--- src/rtl/ign_scheduler.sv ---
// Angle-based ignition scheduler: per-channel dwell/fire angle table with
// shadow/active commit at TDC and a hardware over-dwell cutoff.
module ign_scheduler #(
    parameter int N_CH      = 8,
    parameter int ANGLE_W   = 12,
    parameter int DWELL_W   = 20,
    parameter int MAX_DWELL = 500000
) (
    input  logic                    clk,
    input  logic                    reset_n,
    input  logic                    synced,
    input  logic                    angle_tick,
    input  logic [ANGLE_W-1:0]      angle,
    input  logic                    cfg_we,
    input  logic [$clog2(N_CH)-1:0] cfg_ch,
    input  logic [1:0]              cfg_sel,
    input  logic [ANGLE_W-1:0]      cfg_wdata,
    input  logic                    ovd_clr,
    output logic [N_CH-1:0]         ign,
    output logic [N_CH-1:0]         overdwell,
    output logic                    commit_pending
);

    typedef enum logic {
        IDLE  = 1'b0,
        DWELL = 1'b1
    } state_t;

    localparam logic [DWELL_W-1:0] LIM = DWELL_W'(MAX_DWELL - 1);

    logic [ANGLE_W-1:0] sh_dwell  [N_CH];
    logic [ANGLE_W-1:0] sh_fire   [N_CH];
    logic [ANGLE_W-1:0] act_dwell [N_CH];
    logic [ANGLE_W-1:0] act_fire  [N_CH];
    logic [N_CH-1:0]    sh_en;
    logic [N_CH-1:0]    act_en;

    state_t             state_q [N_CH];
    state_t             state_d [N_CH];
    logic [DWELL_W-1:0] timer_q [N_CH];
    logic [DWELL_W-1:0] timer_d [N_CH];
    logic [N_CH-1:0]    ovd_set;
    logic [N_CH-1:0]    ovd_q;
    logic               pend_q;

    logic commit;
    logic cfg_hit;

    // Unsynced: the table tracks writes continuously; synced: only at TDC.
    assign commit  = synced ? (angle_tick && angle == '0) : 1'b1;
    assign cfg_hit = cfg_we && (cfg_sel != 2'd3);

    always_ff @(posedge clk or negedge reset_n) begin
        if (!reset_n) begin
            sh_dwell  <= '{default: '0};
            sh_fire   <= '{default: '0};
            act_dwell <= '{default: '0};
            act_fire  <= '{default: '0};
            sh_en     <= '0;
            act_en    <= '0;
            pend_q    <= 1'b0;
        end else begin
            if (commit) begin
                act_dwell <= sh_dwell;
                act_fire  <= sh_fire;
                act_en    <= sh_en;
            end
            if (cfg_we) begin
                unique case (cfg_sel)
                    2'd0:    sh_dwell[cfg_ch] <= cfg_wdata;
                    2'd1:    sh_fire[cfg_ch]  <= cfg_wdata;
                    2'd2:    sh_en[cfg_ch]    <= cfg_wdata[0];
                    default: ;
                endcase
            end
            if (cfg_hit) begin
                pend_q <= 1'b1;
            end else if (commit) begin
                pend_q <= 1'b0;
            end
        end
    end

    always_comb begin
        state_d = state_q;
        timer_d = timer_q;
        ovd_set = '0;
        for (int i = 0; i < N_CH; i++) begin
            unique case (state_q[i])
                IDLE: begin
                    timer_d[i] = '0;
                    if (synced && act_en[i] && angle_tick &&
                        angle == act_dwell[i] &&
                        act_dwell[i] != act_fire[i]) begin
                        state_d[i] = DWELL;
                    end
                end
                DWELL: begin
                    if (timer_q[i] != LIM) begin
                        timer_d[i] = timer_q[i] + DWELL_W'(1);
                    end
                    // Abort beats spark, spark beats over-dwell.
                    if (!synced || (commit && !sh_en[i])) begin
                        state_d[i] = IDLE;
                        timer_d[i] = '0;
                    end else if (angle_tick && angle == act_fire[i]) begin
                        state_d[i] = IDLE;
                        timer_d[i] = '0;
                    end else if (timer_q[i] == LIM) begin
                        state_d[i] = IDLE;
                        timer_d[i] = '0;
                        ovd_set[i] = 1'b1;
                    end
                end
                default: state_d[i] = IDLE;
            endcase
        end
    end

    always_ff @(posedge clk or negedge reset_n) begin
        if (!reset_n) begin
            state_q <= '{default: IDLE};
            timer_q <= '{default: '0};
            ovd_q   <= '0;
        end else begin
            state_q <= state_d;
            timer_q <= timer_d;
            ovd_q   <= (ovd_q & ~{N_CH{ovd_clr}}) | ovd_set;
        end
    end

    always_comb begin
        ign = '0;
        for (int i = 0; i < N_CH; i++) begin
            ign[i] = (state_q[i] == DWELL);
        end
    end

    assign overdwell      = ovd_q;
    assign commit_pending = pend_q;

endmodule
--- config.mk ---
export PLATFORM = sky130hd
export DESIGN_NAME = ign_scheduler
export DESIGN_NICKNAME = d
export VERILOG_FILES = /design/src/rtl/ign_scheduler.sv
export SDC_FILE = /design/constraint.sdc
export NUM_CORES = 1
export LEC_CHECK = 0
export CORE_UTILIZATION = 47
export DETAILED_ROUTE_END_ITERATION = 10
export PLACE_DENSITY = 0.59
export SKIP_CTS_REPAIR_TIMING = 1
export SYNTH_ARGS = -nofsm -noshare
export SYNTH_HDL_FRONTEND = slang
export SYNTH_SLANG_ARGS = --single-unit
--- constraint.sdc ---
create_clock -name clk -period 2.5 [get_ports clk]
set_clock_uncertainty 0.2 [all_clocks]
set_input_delay 0.75 -clock clk [delete_from_list [all_inputs] [get_ports clk]]
set_output_delay 0.75 -clock clk [all_outputs]
set_load 0.01 [all_outputs]
### Yosys cells after proc, flatten, opt, wreduce, memory -nomap -nowiden

Cells that the tools add are included.

* flip-flop bits (word level): 577
* output and inout port bits: 17
* word-level logic and storage cells: 324

* add/sub/neg operators: 8
* order comparisons: 4
* equal/unequal tests: 51
* muxes and demuxes: 122
* bitwise operators: 12
* reduce and logical (&&, ||, !) cells: 75

Operators by type and width (count)
* 20-bit 2-to-1 mux: 32
* 20-bit one-hot mux with 2 select lines: 8
* 96-bit bitwise mux: 2
* 12-bit equality test: 16
* 20-bit by 1-bit adder with 20-bit output, second input constant: 8
* 20-bit by 19-bit equality test with 1-bit output, second input constant: 8
* 20-bit by 19-bit != test with 1-bit output, second input constant: 8
* 12-bit != test: 8
* 1-bit 2-to-1 mux: 68
* 1-bit logical AND: 52
* 5-bit by 1-bit != test with 1-bit output, second input constant: 8
* 12-bit demux with 3-bit select: 1
* 1-bit one-hot mux with 2 select lines: 8
* 12-bit zero test: 1
* 12-bit 2-to-1 mux: 1
* 1-bit zero test: 9
* 8-bit bitwise AND: 1
* 8-bit bitwise mux: 1
* 1-bit logical OR: 8
* 1-bit NOT: 8
* 8-bit NOT: 1
* 8-bit OR: 1
* 2-bit AND reduction: 3
* 4-bit greater-or-equal comparator, second input constant: 1
* other kinds (10): 10

### Longest topological paths before layout

Gate-level depths: netlist of run 1.

* word-level depth: 8
* gate-level depth with buffers: 8
* mapped depth without buffers: 6

### Least setup slack after synthesis of run 1

OpenSTA, ideal clock, no wires.

* kind: input port to flip-flop
* from: input angle[1]
* to: register act_dwell[0] (netlist bit)
* arrival time: 2134 ps
* setup slack: 39 ps
* stages on the path: 7
* path buffers: 3
* cells stage by stage: buf_4 -> nor4_2 -> nand4_1 -> nand2_1 -> buf_6 -> buf_6 -> mux2_1

* cells in the longest elaborated chain, start to end: 3

RTL lines
* start, declared: line 13 `input logic [ANGLE_W-1:0] angle,`
* 12-bit zero test: line 50 `assign commit = synced ? (angle_tick && angle == '0) : 1'b1;`
* 1-bit logical AND: line 50
* 1-bit 2-to-1 mux: line 50
* end signal, assigned: line 64 `act_dwell <= sh_dwell;`
* end, declared: line 33 `logic [ANGLE_W-1:0] act_dwell [N_CH];`

Every way passes these cells.
A chain may end at the register's enable or synchronous reset.

### Worst setup path in the final report of run 1

* from: input angle[4]
* to: register timer_q[46] (netlist bit)

* cells in the longest elaborated chain, start to end: 7
* elaborated cells on any way between the ends: 11

RTL lines
* 12-bit zero test: line 50
* 1-bit logical AND: line 50
* 1-bit 2-to-1 mux: line 50
* 1-bit logical AND: line 103 `if (!synced || (commit && !sh_en[i])) begin`
* 1-bit logical OR: line 103
* 20-bit 2-to-1 mux: line 103
* 20-bit one-hot mux with 2 select lines: line 89 `unique case (state_q[i])`
* end signal, assigned: line 127 `timer_q <= timer_d;`
* end, declared: line 40 `logic [DWELL_W-1:0] timer_q [N_CH];`

Parallel ways exist; a longest one is shown, timed or not.

==> results.ini, run 1 <==
[routing]
dr.first_iter.drc_count = 1076
finalWirelength_mm = 67.3
drt_pre_antenna_iters = 7
post-route-drc-count = 0
ant_nets = 0
via_count = 17400
drt-wirelength-per-cell_microns = 20.8
routed_via_density = 5.38

[logic_synthesis]
netlist.top_cell.by_area = dfrtp_1
syn_area_per_cell_sq_um = 12.3
area_fraction_in_compound_gates_after_synthesis_pct = 0.788
post-synth-top-area-fraction_pct = 53.5
synth.mux.area_fraction_pct = 16.5
post_synth_xor_area_fraction_pct = 13.9
seq_area_frac_synth_pct = 53.5
synthSimpleGateAreaFrac_pct = 11.8
ys_types = 47
synth_top_family_by_area = multiplexers
yosys_most_used_dff = dfrtp_1
synth-warning-count = 0
ys_ff_latch = 577
post_synth_fa_ha_maj_area_fraction_pct = 0.371
syn_area_sq_um = 27000
synthTopCellsByArea = dfrtp_1 (53%), mux2_1 (8.3%), mux2_2 (8.1%)
synth_edf_count = 0
synthArstFlopShare_pct = 100
netlist_instances = 2192
synth.net_count = 2235

[timing]
period_utilisation_layout_pct = 99.1
maxClockFrequency_mhz = 403
slew_of_the_pin_with_the_lowest_slew_margin_ns = 0.657
setup_ws_ns = 0.0216
finalCriticalPeriod_ns = 2.48
timing.max_slew.rel_slack_pct = 55.8
final_max_slew_viol_count = 0
sum_neg_setup_slack_ns = 0
worst_hold_slack_across_all_endpoints_ns = 0.249
hold_viol = 0
setup_violating_endpoint_count_in_the_final_report = 0

[critical_path]
worst_setup_path_start_kind = primary input
cp_max_fo = 20
critical_path_arrival_ns = 2.74
worst-r2r-cell-count = 7
worstSetupPathType = in -> reg
crit_path_end_kind = flop
required_time_of_the_worst_setup_path_ns = 2.76

[pwr]
power.share.clock_pct = 39.1
leakage_nw = 14.9
intPower_mw = 19.0
seqPwrFrac_pct = 46.5
netSwitchingFraction_pct = 25.9
netSwitchingPower_mw = 6.65
peakVddDrop_mv = 0.527
power_density_nw_per_um2 = 780
share_comb_of_total_power_pct = 14.4
finalPower_mw = 25.7

[grt]
grt_pass1_wl_mm = 105
antenna_found_initial = 1
grt_max_degree = 65
grt.total_usage_pct = 23.1
first_global_vias = 18100
grt-ovfl-total = 0

[flow_run]
maxCapViolCount = 0

[clock_tree]
clock_sink_count = 577
clk_root_buffer_cell = clkbuf_16
ctsHtreeMaxLevel = 3
worst_setup_hold_path_clk_slew_ns = 0.06
clock_tree.buffer_depth = 3
cts_inserted_buffers = 66
clock_tree_from_tritoncts = yes
source_to_sink_clock_delay_at_the_later_pin_of_the_worst_skew_pair_ns = 0.62

[floorplan]
die_h_microns = 242
fp.dieW_microns = 242
initial_utilization_pct = 47.7
rows = 87
floorplan.core_area_sq_um = 56600
io_pins = 52
floorplan.die_area_sq_um = 58400

[final_layout]
finish.cell_count_without_fillers = 3226
utilization_pct = 58.1
sequential_cell_area_sq_um = 14400
layout.cells.most_common = dfrtp_1
final_cell_area_sq_um = 32900
fillers = 4608
syn_to_final_growth_pct = 21.9
multi_input_comb_area_sq_um = 11800
finish.net_count = 2467
drive_above_1_share_pct = 22.2
layout_common_cells = dfrtp_1 (570), xor2_1 (229), nor2_1 (205), mux2_1 (200), xnor2_1 (199)

[place]
placedInstanceArea_sq_um = 30000
place_congestion = 0.849
post-place-cells = 3077
place_worst_setup_slack_ns = -0.709
count_of_input_and_output_buffers = 51
post_dp_hpwl_mm = 44.1

[min_path]
number_of_instances_on_the_worst_hold_path = 1
hold_class = reg -> reg

[status]
status = completed

[synth_stat cells (4+ instances only)]
cell type and n:
a31o_2 4, and3_1 19, buf_4 12, or4_1 9, nor4_1 62, mux2_1 200
clkbuf_1 28, o2bb2ai_1 7, buf_6 42, nand2_1 86, mux2_2 195, xnor2_1 201
buf_2 18, nor3b_1 5, xor2_1 229, nand3b_1 4, nor2_1 205, ha_1 8
a21oi_1 11, dfrtp_1 577, nor3_1 24, nand4_1 76, inv_1 28, and4_1 4
nor4b_1 16, nand3_1 87, or3_1 5
[critical path: stages]
cell	delay [ns]
clkdlybuf4s50_1	0.44
buf_12	0.17
buf_4	0.14
xnor2_1	0.18
nand4_1	0.12
or4_1	0.58
nand3_2	0.11
buf_12	0.17
nor2_1	0.07
[cells by family after synthesis]
logic type      after synthesis
mux                         395
compound gates               30
flops                       577
buf+inv                     128
xor+xnor                    430
fa+ha+maj                     8
simple gates                624
[per-layer routing]
metal / vias to the layer above / wire (microns) / global-route usage [%]
met5: - / 0 / 0
met4: 0 / 1470 / 6.74
met3: 87 / 2460 / 3.13
met2: 313 / 31800 / 37.2
met1: 8917 / 31500 / 32.6
li1: 8033 / - / -
[power groups by stage]
stage | sequential [mW] | combinational, mW | clock [mW]
after floorplan | 11.7 | 2.55 | 0
after global placement | 12.0 | 3.52 | 0
after detailed placement | 12.1 | 3.61 | 0
after CTS | 11.9 | 3.64 | 10.3
after global routing | 12.1 | 4.05 | 10.6
final | 11.9 | 3.69 | 10.0
[area by class of cell]
type	count	share of cell area, %
Antenna cell	1	0.00760
Clock buffer	92	5.84
Clock inverter	21	0.981
Inverter	28	0.319
Multi-Input combinational cell	1487	35.9
Sequential cell	577	43.9
Tap cell	756	2.87
Timing Repair Buffer	264	10.2
[registers in the layout, summed over array words and instances (netlist names)]
signal	count
overdwell	8
ign	8
commit_pending	1
act_en	8
act_dwell	96
timer_q	160
act_fire	96
sh_dwell	96
sh_fire	96
sh_en	8
[final timing paths]
kind,startpoint,to,slack (ns)
min in group asynchronous,reset_n,timer_q[94],0.45
worst min-delay path,timer_q[80],timer_q[80],0.25
worst max register to register,timer_q[80],timer_q[84],0.19
worst max-delay path,angle[4],timer_q[46],0.02
worst min register to register,timer_q[80],timer_q[80],0.25
max in group asynchronous,reset_n,timer_q[33],0.87
Power figures use the tool's default switching activity.
==> inputs of run 2 (changes only) <==
--- a/config.mk
+++ b/config.mk
@@ -6,9 +6,11 @@
 export NUM_CORES = 1
 export LEC_CHECK = 0
 export CORE_UTILIZATION = 47
+export CTS_CLUSTER_DIAMETER = 120
 export DETAILED_ROUTE_END_ITERATION = 10
 export PLACE_DENSITY = 0.59
 export SKIP_CTS_REPAIR_TIMING = 1
 export SYNTH_ARGS = -nofsm -noshare
 export SYNTH_HDL_FRONTEND = slang
 export SYNTH_SLANG_ARGS = --single-unit
+export TNS_END_PERCENT = 5
==> run 2 against run 1 <==
Against the previous run: the run now ends with setup timing left; maximum frequency decreased by 2.0%; first-iteration DRC count decreased by 2.2%; setup slack got worse by 0.050 ns; cell count decreased by 0.31%; via count decreased by 0.91%; cell area decreased by 0.47%; highest routed layer unchanged.
==> results.ini, run 2 (synthesis gave the netlist of run 1 again) <==
[status]
status = complete, but fails checks
failed_checks = setup timing

[flow_run]
maxCapViolCount = 0

[pwr]
power_density_nw_per_um2 = 783
peakVddDrop_mv = 0.528
leakage_nw = 14.8

[place]
place_congestion = 0.849
placedInstanceArea_sq_um = 30000
count_of_input_and_output_buffers = 51
post_dp_hpwl_mm = 44.1
place_worst_setup_slack_ns = -0.709

[final_layout]
fillers = 4625
layout.cells.most_common = dfrtp_1
drive_above_1_share_pct = 22.0
layout_common_cells = dfrtp_1 (570), xor2_1 (229), nor2_1 (205), xnor2_1 (200), mux2_1 (200)
max_flop_register = timer_q
utilization_pct = 57.9
final_cell_area_sq_um = 32800
largest_reg_flops = 160
syn_to_final_growth_pct = 21.3
finish.net_count = 2457

[clock_tree]
cts_inserted_buffers = 66
clock_tree_from_tritoncts = yes
clock_sink_count = 577
worst_setup_hold_path_clk_slew_ns = 0.06
clock_tree.buffer_depth = 3
clk_root_buffer_cell = clkbuf_16
ctsHtreeMaxLevel = 3
source_to_sink_clock_delay_at_the_later_pin_of_the_worst_skew_pair_ns = 0.62

[floorplan]
die_h_microns = 242
floorplan.core_area_sq_um = 56600
rows = 87
fp.dieW_microns = 242
floorplan.die_area_sq_um = 58400
io_pins = 52
initial_utilization_pct = 47.7

[critical_path]
required_time_of_the_worst_setup_path_ns = 1.55
worst-r2r-cell-count = 7
path_cells = clkdlybuf4s50_1
cp_slowest_stage_delay_ns = 0.55
cp_max_fo = 3
path_depth = 1
cpLargestDelayFamily = buffers and inverters
worst_setup_path_start_kind = flop
crit_path_end_kind = primary output
critPathSlowestCell = clkdlybuf4s50_1
critical_path_arrival_ns = 1.58
worstPathBufferInverterCount = 1
worstSetupPathType = reg -> out

[routing]
finalWirelength_mm = 66.5
ant_nets = 0
routed_via_density = 5.35
drt_pre_antenna_iters = 6
dr.first_iter.drc_count = 1052
drt-wirelength-per-cell_microns = 20.7
via_count = 17200
post-route-drc-count = 0

[timing]
final_max_slew_viol_count = 0
finalCriticalPeriod_ns = 2.53
worst_hold_slack_across_all_endpoints_ns = 0.249
maxClockFrequency_mhz = 395
setup_repair_after_global_routing_missed_its_margin = true
slew_of_the_pin_with_the_lowest_slew_margin_ns = 0.662
timing.max_slew.rel_slack_pct = 55.5
hold_viol = 0
setup_violating_endpoint_count_in_the_final_report = 1
period_utilisation_layout_pct = 101
setup_ws_ns = -0.0288

[min_path]
number_of_instances_on_the_worst_hold_path = 1
hold_class = reg -> reg

[grt]
first_global_vias = 18100
grt.total_usage_pct = 23.1
antenna_found_initial = 0
grt_pass1_wl_mm = 105
grt-ovfl-total = 0
grt_max_degree = 65

run 2: worst paths after layout:
kind / from / endpoint / slack [ns]
setup / recovery: ign[2] / ign[2] / -0.03
hold / removal: timer_q[80] / timer_q[80] / 0.25
setup reg to reg: timer_q[80] / timer_q[84] / 0.20
hold reg to reg: timer_q[80] / timer_q[80] / 0.25
max in group asynchronous: reset_n / ign[6] / 0.87
min in group asynchronous: reset_n / timer_q[94] / 0.45
run 2: through the flow:
stage	TNS (ns)	total power, mW	cells
floorplan	0	14.3	2192
CTS	-7.80	25.8	3190
global placement	-290.19	15.5	3077
global route	-0.0497	26.8	3215
detailed placement	-305.43	15.7	3077
finish	-0.0288	25.6	3216
run 2: routing by layer:
metal	vias to the layer above	wire [microns]	GRT usage [%]
met5	-	0	0
met4	0	1320	6.74
met3	83	2530	3.13
met2	275	31400	37.2
met1	8817	31200	32.6
li1	8017	-	-
run 2: final cells by class:
| type | instances | area [sq um] | share of cell area, % |
|---|---|---|---|
| diodes | 1 | 2.50 | 0.00764 |
| clock buffers | 92 | 1920 | 5.87 |
| clock inverters | 21 | 323 | 0.986 |
| inverters | 28 | 105 | 0.321 |
| multi-input cells | 1487 | 11800 | 36.1 |
| flip-flops and latches | 577 | 14400 | 44.1 |
| well taps | 756 | 946 | 2.89 |
| repair buffers | 254 | 3190 | 9.73 |
run 2: power breakdown:
part / total, mW / switching (mW) / internal, mW
combinational: 3.66 / 1.57 / 2.09
sequential: 11.9 / 1.20 / 10.7
clock: 10.0 / 3.87 / 6.18
total: 25.6 / 6.64 / 19.0
==> inputs of run 3 (changes only) <==
--- a/config.mk
+++ b/config.mk
@@ -5,10 +5,10 @@
 export SDC_FILE = /design/constraint.sdc
 export NUM_CORES = 1
 export LEC_CHECK = 0
-export CORE_UTILIZATION = 47
+export CORE_UTILIZATION = 51
 export CTS_CLUSTER_DIAMETER = 120
 export DETAILED_ROUTE_END_ITERATION = 10
-export PLACE_DENSITY = 0.59
+export PLACE_DENSITY = 0.63
 export SKIP_CTS_REPAIR_TIMING = 1
 export SYNTH_ARGS = -nofsm -noshare
 export SYNTH_HDL_FRONTEND = slang
==> run 3 against run 2 <==
Against the previous run: the run still ends with setup timing left; setup slack worse by 0.0025 ns; core utilization is 3.7 points higher; register-to-register slack better by 0.06 ns; via count is 1.4% lower; global-route usage is 1.3 points higher; routed wire length is 6.0% lower; non-clock buffer count is 53 lower; first-iteration DRC count is 13% lower; combinational power is 3% lower; critical path depth stayed put; cell area is 2.5% lower; cell count is 3.9% lower; critical path type unchanged.
==> results.ini, run 3 (synthesis gave the netlist of run 1 again) <==
[status]
status = complete, but fails checks
failed_checks = setup timing

[final_layout]
fillers = 4053
layout.cells.most_common = dfrtp_1
finish.cell_count_without_fillers = 3090
syn_to_final_growth_pct = 18.2
drive_above_1_share_pct = 20.4
layout_common_cells = dfrtp_1 (569), xor2_1 (229), nor2_1 (205), xnor2_1 (200), mux2_1 (199)
max_flop_register = timer_q
multi_input_comb_area_sq_um = 11800
sequential_cell_area_sq_um = 14400
largest_reg_flops = 160
utilization_pct = 61.6
finish.net_count = 2399

[clock_tree]
cts_inserted_buffers = 61
clock_sink_count = 577
clock_tree_from_tritoncts = yes
worst_setup_hold_path_clk_slew_ns = 0.06
ctsHtreeMaxLevel = 2
source_to_sink_clock_delay_at_the_later_pin_of_the_worst_skew_pair_ns = 0.63
clock_tree.buffer_depth = 3
clk_root_buffer_cell = clkbuf_16

[critical_path]
path_cells = clkdlybuf4s50_1
crit_path_end_kind = primary output
worst_setup_path_start_kind = flop
required_time_of_the_worst_setup_path_ns = 1.55
worstSetupPathType = reg -> out
worstPathBufferInverterCount = 1
cpLargestDelayFamily = buffers and inverters
critPathSlowestCell = clkdlybuf4s50_1
timing.rr.start = timer_q[60]
critical_path_arrival_ns = 1.58
cp_max_fo = 3
timing.reg2reg.setup_slack_ns = 0.26
cp_slowest_stage_delay_ns = 0.55
worst-r2r-cell-count = 6
reg2reg_to = timer_q[78]

[routing]
dr.first_iter.drc_count = 913
via_count = 17000
highest-signal-layer = met5
ant_nets = 0
post-route-drc-count = 0
drt-wirelength-per-cell_microns = 20.2
drt_pre_antenna_iters = 7
met3_length_mm = 1.86
detailroute.wirelength.met2_mm = 29.4
finalWirelength_mm = 62.5
routed_via_density = 5.49
met1Wirelength_mm = 30.0

[grt]
grt_max_degree = 87
first_global_vias = 17600
grt_pass1_wl_mm = 102
grt.total_usage_pct = 24.4
grt-ovfl-total = 0
antenna_found_initial = 2

[place]
place_worst_setup_slack_ns = -0.689
post_dp_hpwl_mm = 42.2
post-place-cells = 2972
count_of_input_and_output_buffers = 51
place_congestion = 0.839

[floorplan]
io_pins = 52
fp.dieW_microns = 232
initial_utilization_pct = 52.1
die_h_microns = 232
floorplan.die_area_sq_um = 53900
rows = 83
floorplan.core_area_sq_um = 51800

[flow_run]
maxCapViolCount = 0

[timing]
period_utilisation_layout_pct = 101
setup_ws_ns = -0.0312
setup_violating_endpoint_count_in_the_final_report = 1
slew_of_the_pin_with_the_lowest_slew_margin_ns = 0.634
hold_viol = 0
final_max_slew_viol_count = 0
finalCriticalPeriod_ns = 2.53
maxClockFrequency_mhz = 395
worst_hold_slack_across_all_endpoints_ns = 0.268
setup_repair_after_global_routing_missed_its_margin = true
timing.max_slew.rel_slack_pct = 57.3

[pwr]
netSwitchingFraction_pct = 25.8
leakage_nw = 14.3
netSwitchingPower_mw = 6.51
share_comb_of_total_power_pct = 14.0
intPower_mw = 18.8
finalPower_mw = 25.3
power_density_nw_per_um2 = 792
peakVddDrop_mv = 0.597
seqPwrFrac_pct = 47.2
power.share.clock_pct = 38.8

[min_path]
number_of_instances_on_the_worst_hold_path = 1
hold_class = reg -> reg
min_to = timer_q[80]
worst_hold_startpoint = timer_q[80]

## run 3: changes by cell type in the layout (fill, tap and decap cells not counted), moves of 3 or more
cell	change
clkdlybuf4s50_1	+7
clkinvlp_4	+3
dlymetal6s2s_1	-7
clkinv_2	+3
buf_12	-11
buf_4	-28
clkbuf_16	-10
clkbuf_8	+4
buf_6	-8
## run 3: power groups by stage
stage | clock network [mW] | registers (mW) | logic, mW
3_5_place_dp | 0 | 12.1 | 3.53
3_3_place_gp | 0 | 12.0 | 3.43
6_report | 9.80 | 11.9 | 3.54
4_1_cts | 10.0 | 11.9 | 3.56
2_1_floorplan | 0 | 11.7 | 2.55
5_1_grt | 10.4 | 12.1 | 3.90
## run 3: through the flow
stage	area, sq um	TNS, ns
after detailed placement	29600	-283.04
after global placement	29600	-276.29
after global routing	31900	-0.0922
after CTS	31800	-2.19
final	31900	-0.0312
after floorplan	27000	0
## run 3: final cells by class
type | instances | share of cell area [%]
Antenna cell | 1 | 0.00784
Clock inverter | 27 | 1.17
Sequential cell | 577 | 45.3
Inverter | 28 | 0.329
Clock buffer | 89 | 5.78
Tap cell | 680 | 2.66
Timing Repair Buffer | 201 | 7.86
Multi-Input combinational cell | 1487 | 36.9
## run 3: how the worst max path moves through the flow
stage                         from      endpoint  slack (ns)  cells after the start
after detailed placement  angle[6]    timer_q[4]       -0.69                      9
after global placement    angle[0]  timer_q[137]       -0.63                      8
after global routing        ign[6]        ign[6]       -0.08                      1
final                       ign[6]        ign[6]       -0.03                      1
after floorplan           angle[1]  act_dwell[0]        0.04                      7
after CTS                   ign[2]        ign[2]       -0.19                      1
## run 3: routing by layer
layer,vias to the layer above,track usage (%)
met5,-,0
met4,2,6.52
met3,88,3.08
met2,231,39.2
met1,8744,35.0
li1,7893,-
